### src/rtl/dcache_refill_engine.sv
// -----------------------------------------------------------------------------
// dcache_refill_engine
//
// Purpose: on a data-cache miss, fetches the whole cache line from memory
// (one line request, then 2^WORD_BITS data beats in word order) and writes
// each beat into the data RAM as it arrives. A one-cycle refill_done pulse
// reports the refilled line. A saturating counter tracks completed refills.
//
// Handshakes: a transfer on miss_* or mem_req_* happens on a rising edge
// where valid and ready are both high. The engine holds mem_req_valid and
// mem_req_addr stable until mem_req_ready is seen. Memory responses have no
// backpressure: every cycle with mem_resp_valid=1 during FILL is one beat.
//
// Ports:
//   clk, rst          clock; synchronous active-high reset
//   miss_valid/ready  miss request handshake, miss_addr = byte address
//   mem_req_valid/ready, mem_req_addr   line read request to memory
//   mem_resp_valid, mem_resp_data       incoming data beats
//   ram_addr, ram_d, ram_we             data RAM write port
//   refill_done, refill_line            end-of-refill pulse and its line
//   busy              high whenever the engine is not idle
//   refill_count      completed refills, saturating at 0xFFFF
//   dbg_state_o       current FSM state (0=IDLE 1=REQ 2=FILL 3=DONE)
//
// While rst is high every output is forced low.
// -----------------------------------------------------------------------------
module dcache_refill_engine #(
  parameter int DWIDTH    = 32,
  parameter int AWIDTH    = 8,
  parameter int WORD_BITS = 2
) (
  input  logic              clk,
  input  logic              rst,
  input  logic              miss_valid,
  output logic              miss_ready,
  input  logic [31:0]       miss_addr,
  output logic              mem_req_valid,
  input  logic              mem_req_ready,
  output logic [31:0]       mem_req_addr,
  input  logic              mem_resp_valid,
  input  logic [DWIDTH-1:0] mem_resp_data,
  output logic [AWIDTH-1:0] ram_addr,
  output logic [DWIDTH-1:0] ram_d,
  output logic              ram_we,
  output logic              refill_done,
  output logic [31:0]       refill_line,
  output logic              busy,
  output logic [15:0]       refill_count,
  output logic [1:0]        dbg_state_o
);

  // Byte-offset bits within a line: word index plus 2 bits of byte offset.
  localparam int OFF_BITS = WORD_BITS + 2;
  localparam logic [31:0] LINE_MASK = ~((32'd1 << OFF_BITS) - 32'd1);
  localparam logic [WORD_BITS-1:0] LAST_BEAT = '1;

  typedef enum logic [1:0] {
    S_IDLE = 2'd0,
    S_REQ  = 2'd1,
    S_FILL = 2'd2,
    S_DONE = 2'd3
  } state_t;

  state_t               state_q, state_d;
  logic [31:0]          line_addr_q, line_addr_d;
  logic [WORD_BITS-1:0] beat_cnt_q, beat_cnt_d;
  logic [15:0]          refill_count_q, refill_count_d;

  always_ff @(posedge clk) begin
    if (rst) begin
      state_q        <= S_IDLE;
      line_addr_q    <= '0;
      beat_cnt_q     <= '0;
      refill_count_q <= '0;
    end else begin
      state_q        <= state_d;
      line_addr_q    <= line_addr_d;
      beat_cnt_q     <= beat_cnt_d;
      refill_count_q <= refill_count_d;
    end
  end

  always_comb begin
    state_d        = state_q;
    line_addr_d    = line_addr_q;
    beat_cnt_d     = beat_cnt_q;
    refill_count_d = refill_count_q;
    miss_ready     = 1'b0;
    mem_req_valid  = 1'b0;
    ram_we         = 1'b0;
    refill_done    = 1'b0;
    busy           = 1'b1;

    case (state_q)
      S_IDLE: begin
        busy       = 1'b0;
        miss_ready = 1'b1;
        if (miss_valid) begin
          line_addr_d = miss_addr & LINE_MASK;
          beat_cnt_d  = '0;
          state_d     = S_REQ;
        end
      end
      S_REQ: begin
        mem_req_valid = 1'b1;
        if (mem_req_ready) begin
          state_d = S_FILL;
        end
      end
      S_FILL: begin
        // Beats are written straight through to the RAM in the cycle they
        // arrive; the counter wraps back to 0 on the last beat.
        if (mem_resp_valid) begin
          ram_we     = 1'b1;
          beat_cnt_d = beat_cnt_q + 1'b1;
          if (beat_cnt_q == LAST_BEAT) begin
            state_d = S_DONE;
          end
        end
      end
      S_DONE: begin
        refill_done = 1'b1;
        if (refill_count_q != 16'hFFFF) begin
          refill_count_d = refill_count_q + 16'd1;
        end
        state_d = S_IDLE;
      end
      default: begin
        state_d = S_IDLE;
      end
    endcase

    // Reset overrides every control output immediately, before the
    // synchronous reset has taken effect on the state register.
    if (rst) begin
      miss_ready    = 1'b0;
      mem_req_valid = 1'b0;
      ram_we        = 1'b0;
      refill_done   = 1'b0;
      busy          = 1'b0;
    end
  end

  assign mem_req_addr = rst ? '0 : line_addr_q;
  assign ram_addr     = rst ? '0 : {line_addr_q[AWIDTH+1:OFF_BITS], beat_cnt_q};
  assign ram_d        = rst ? '0 : mem_resp_data;
  assign refill_line  = rst ? '0 : line_addr_q;
  assign refill_count = rst ? '0 : refill_count_q;
  assign dbg_state_o  = rst ? 2'd0 : state_q;

endmodule

### config.mk
export PLATFORM = sky130hd
export DESIGN_NAME = dcache_refill_engine
export DESIGN_NICKNAME = d
export VERILOG_FILES = /design/src/rtl/dcache_refill_engine.sv
export SDC_FILE = /design/constraint.sdc
export NUM_CORES = 1
export LEC_CHECK = 0
export ABC_CLOCK_PERIOD_IN_PS = 3000
export BUFFER_PORTS_ARGS = -buffer_cell sky130_fd_sc_hd__buf_2
export CORE_MARGIN = 8
export CORE_UTILIZATION = 45
export DETAILED_ROUTE_END_ITERATION = 12
export PLACE_DENSITY = 0.87
export RECOVER_POWER = 25
export SETUP_SLACK_MARGIN = 0.4
export SLEW_MARGIN = 5
export SYNTH_ARGS = -nofsm -noshare
export SYNTH_HDL_FRONTEND = slang
export SYNTH_SLANG_ARGS = --single-unit
export TNS_END_PERCENT = 10
### constraint.sdc
create_clock -name clk -period 3 [get_ports clk]
set_input_delay 0.3 -clock clk [delete_from_list [all_inputs] [get_ports clk]]
set_output_delay 0.3 -clock clk [all_outputs]
set_load 0.005 [all_outputs]
## Word level (Yosys, flattened, before mapping)

Index checks and enable logic that the tools add are counted.

| operators by class | value |
|---|---|
| add/sub/neg operators | 2 |
| $mul | 0 |
| div/mod/pow operators | 0 |
| order comparisons | 0 |
| equal/unequal tests | 9 |
| shift operators | 0 |
| multiplexer cells | 24 |
| bitwise logic cells | 0 |
| reduce and logical (&&, ||, !) cells | 6 |

Operators by type and width:

| operator | count |
|---|---|
| $mux 32 | 2 |
| $add 16x1->16 const B | 1 |
| $mux 16 | 1 |
| $ne 16x16->1 const B | 1 |
| $mux 2 | 7 |
| $mux 1 | 11 |
| $mux 8 | 1 |
| $ne 2x2->1 const B | 4 |
| $pmux 2 s4 | 1 |
| $eq 2x2->1 const B | 3 |
| $pmux 2 s2 | 1 |
| $reduce_and 2->1 | 2 |
| $reduce_and 4->1 | 1 |
| $reduce_and 3->1 | 1 |
| $add 2x1->2 const B | 1 |
| $eq 2x1->1 const B | 1 |
| $logic_not 2->1 | 1 |
| $reduce_bool 2->1 | 1 |

| storage, ports and cells | value |
|---|---|
| bits in registers | 48 |
| latch bits | 0 |
| bits in writable memories | 0 |
| bits in read-only memories | 0 |
| input bits | 69 |
| output and inout bits | 127 |
| word-level logic and storage cells | 45 |
| memories kept | 0 |

## Depth between registers and ports, before layout

| depth | value |
|---|---|
| word-level depth | 4 |
| mapped depth | 7 |
| depth with buffers taken out | 6 |

## Worst setup path after synthesis

No wires, ideal clock.

| path | value |
|---|---|
| kind | register to register |
| start | reg state_q[0] |
| end | reg refill_count_q[9] |
| library setup time | 70 ps |
| data arrival time | 1,653 ps |
| data required time | 2,930 ps |
| path slack | 1,276 ps |
| cell stages (with the launch flop) | 6 |
| buffers on the path | 0 |
| clock period less this slack | 1,724 ps |
| cell sequence | dfxtp_1 > ha_1 > nand3_1 > or3_4 > or4_1 > a21oi_1 |

| between the ends | value |
|---|---|
| longest elaborated chain between the ends | 2 |

Ends and longest elaborated chain:

| what | line | source |
|---|---|---|
| from (decl) | 64 | `state_t state_q, state_d;` |
| from (signal assigned) | 76 | `state_q <= state_d;` |
| $eq 2x2->1 | 94 | `case (state_q)` |
| $reduce_and 2->1 (no source line) | - |  |
| to (signal assigned) | 79 | `refill_count_q <= refill_count_d;` |
| to (decl) | 67 | `logic [15:0] refill_count_q, refill_count_d;` |

Every way passes these cells.
A chain may end at the register's enable or synchronous reset.

## Worst setup path after layout

| path | value |
|---|---|
| start | in rst |
| end | out ram_we |

| between the ends | value |
|---|---|
| longest elaborated chain between the ends | 1 |

Ends and longest elaborated chain:

| what | line | source |
|---|---|---|
| from (decl) | 33 | `input logic rst,` |
| $mux 1 | 135 | `if (rst) begin` |
| to (decl) | 44 | `output logic ram_we,` |

Every way passes these cells.

==> out/summary.txt <==
Gate power share: 0.342
Congestion Overflow GR: 0
PostCTS Resize Cnt: 0
worst hold path class: in2reg
Hold Path Origin: miss_addr[23]
Critical Path Max Stage Delay: 1.03 ns
hold_buf cts: 0
Post-CTS Setup Repair Bufs: 0
Seq/Total Area, Yosys: 0.3357
Arr. time, crit path: 2.12 ns
Die Wd: 95.76 um
Synth area leaders: dfxtp_1 (34%), nor2b_1 (18%), buf_4 (11%)
synthesized instance count: 379
Starting Density: 0.4587
Final Cell Area: 0.003603 mm2
layout cells sized above 1: 0.3147
CP Launch Type: input port
warnings from Yosys: 0
Hold WS: 0.2375 ns
Layout fillers: 624
crit path max fanout: 36
clock share of power: 0.242
Final Hold Fails: 0
Yosys reg bits: 48
hold path depth: 3
Slew @ Worst Pin: 1.450 ns
Mapped Area: 0.002863 mm2
switch share: 0.3294
CTS clk-pin slew, worst paths: 0.08 ns
H-tree levels: 2
worst path bufs/invs: 3
part of the cycle the worst path needs: 0.8067
PwrDens: 516.2 mW/mm2
r2r endpoint: refill_count_q[5]$_SDFFE_PP0P_
drt drc: 0
total CTS buffers: 5
Antenna Nets Post-Route: 0
Core Area: 0.006241 mm2
critical path class: in2out
delay-heaviest family, CP: buffers and inverters
reg2reg path depth: 4
most frequent cells in the layout: buf_2 (144), nor2b_1 (81), nand2_1 (62), dfxtp_1 (48), clkbuf_1 (38)
largest net degree at the start of global routing: 75
Die Ht: 95.76 um
Slew Viols, Final: 0
Post-Syn Area per Cell: 7.553 um2
Worst Clk Skew: 0.009163 ns
initial antenna violation count: 0
clk sink count: 48
via count: 2856
starting DRC count in detailed routing: 117
GRT Overall Usage: 0.1602
Worst R2R Start: refill_count_q[9]$_SDFFE_PP0P_
clock root cell: clkbuf_8
first-pass GRT wire length: 12010 um
Leakage: 0.001724 uW
setup violators final: 0
Final min period: 2.420 ns
Placement Rows: 29
crit-path cells: clkbuf_1 > buf_4 > and3b_1 > buf_2
Worst EP required: 2.70 ns
leading cell type in the layout, fill and taps excluded: buf_2
placed instance area: 0.003545 mm2
Max clock buf depth: 2
Synth Flop Type: dfxtp_1
Routed WL: 8117 um
clk_lat worst skew: 0.29 ns
Post-synth EDFFs: 0
register share of total power: 0.416
maximum vdd drop: 0.3018 mV
Slew HR: 0.03302
post-detailed-placement half-perimeter wirelength: 6498 um
Hold EP: line_addr_q[23]$_SDFFE_PP0P_
DR WL/cell: 13.64 um
P_sw: 612.7 uW
Power Internal: 1247 uW
CTS tree: built
R2R Setup Slk: 0.85 ns
DRT Pass-1 Iters: 4
Total Neg Setup Slack: 0 ns
area share of the largest cell type after synthesis: 0.3357
gp weighted congestion: 0.8574
dominant cell type by area after synthesis: dfxtp_1
Synth cell types: 40
Top Ports: 196
Avg Vias per Cell: 4.800
vias in the first global route: 2617
async set-reset flop share out of synthesis: 0
nets@finish: 592
max-cap violations: 0
Layout Area Growth over Synthesis: 25.87%
CP max stage cell: clkbuf_1
Antenna Cells: 0
status: complete, no violations
Die ar.: 0.009170 mm2
Port Buffer Count: 183
CP endpoint kind: output pin
RSZ-0062 raised after global routing: no
Fmax: 413.2 MHz
-- per-layer routing --
layer  wire length (um)  up-vias  track usage  part of all wire
met3                721        8      0.03900             0.089
met2               4260      100       0.3057              0.52
met1               3071     1283       0.1702              0.38
met5                  0        -            0                 0
met4                 63        0      0.04225            0.0078
li1                   -     1465            -                 -
-- registers in the layout, indices dropped and copies added, names as in the netlist --
name            cells
refill_count_q     16
beat_cnt_q          2
line_addr_q        28
state_q             2
-- cell type report --
type | count | area (um2) | area share
Tap cell | 77 | 96.34 | 0.02674
Timing Repair Buffer | 185 | 897.1 | 0.2490
Inverter | 6 | 22.52 | 0.006250
Multi-Input combinational cell | 271 | 1519 | 0.4215
Clock inverter | 2 | 35.03 | 0.009722
Clock buffer | 6 | 72.57 | 0.02014
Sequential cell | 48 | 960.9 | 0.2667
-- per-stage QoR --
| step | setup WS [ns] | std cells | util | total power, uW |
|---|---|---|---|---|
| 3_3_place_gp | 1.069 | 587 | 0.5680 | 1414 |
| 4_1_cts | 0.9016 | 595 | 0.5852 | 1894 |
| 2_1_floorplan | 1.276 | 386 | - | 1253 |
| 5_1_grt | 0.4212 | 595 | 0.5774 | 2005 |
| 6_report | 0.5798 | 595 | 0.5774 | 1860 |
| 3_5_place_dp | 0.9268 | 587 | 0.5680 | 1444 |
-- how the worst max path moves through the flow --
stage                                         from                        endpoint  slack [ns]  cells after the start
finish                                         rst                          ram_we        0.58                      4
global route                                   rst                          ram_we        0.42                      4
CTS                 refill_count_q[9]$_SDFFE_PP0P_  refill_count_q[5]$_SDFFE_PP0P_        0.90                      4
detailed placement  refill_count_q[9]$_SDFFE_PP0P_  refill_count_q[5]$_SDFFE_PP0P_        0.93                      4
global placement    refill_count_q[9]$_SDFFE_PP0P_  refill_count_q[5]$_SDFFE_PP0P_        1.07                      4
floorplan                  state_q[0]$_SDFFE_PP0P_  refill_count_q[9]$_SDFFE_PP0P_        1.28                      5
-- Yosys cell counts (4+ instances only) --
master	n
a21oi_1	34
inv_1	6
nor2_1	21
nor3_1	7
nor2b_1	81
dfxtp_1	48
mux2_2	4
ha_1	6
nand2_1	62
nor4_1	5
nand3_1	6
buf_1	6
buf_4	42
clkbuf_1	13
-- worst register-to-register path, delay by kind of cell (launching register included) --
kind             cells  cell delay [ns]
and+or+nand+nor      3             1.31
muxes                1             0.30
DFF                  1             0.43
-- cell families (layout without fill, tap and decap cells) --
kind of cell    after synthesis  after routing  share of synthesized area
buf+inv                      67            199                     0.1429
flops                        48             48                     0.3357
fa+ha+maj                     6              6                    0.02622
compound gates               49             49                    0.09790
other cells                   1              8                   0.001310
simple gates                201            201                     0.3702
xor+xnor                      1              1                   0.003060
mux                           6              6                    0.02273
-- power groups by stage --
| stage | registers [uW] | clock network, uW | logic [uW] |
|---|---|---|---|
| after floorplan | 775 | 0 | 478 |
| after global placement | 782 | 0 | 632 |
| after detailed placement | 790 | 0 | 654 |
| after CTS | 775 | 465 | 654 |
| after global routing | 786 | 497 | 721 |
| final | 774 | 449 | 637 |
Note: power is estimated with default switching activity, not from simulation.
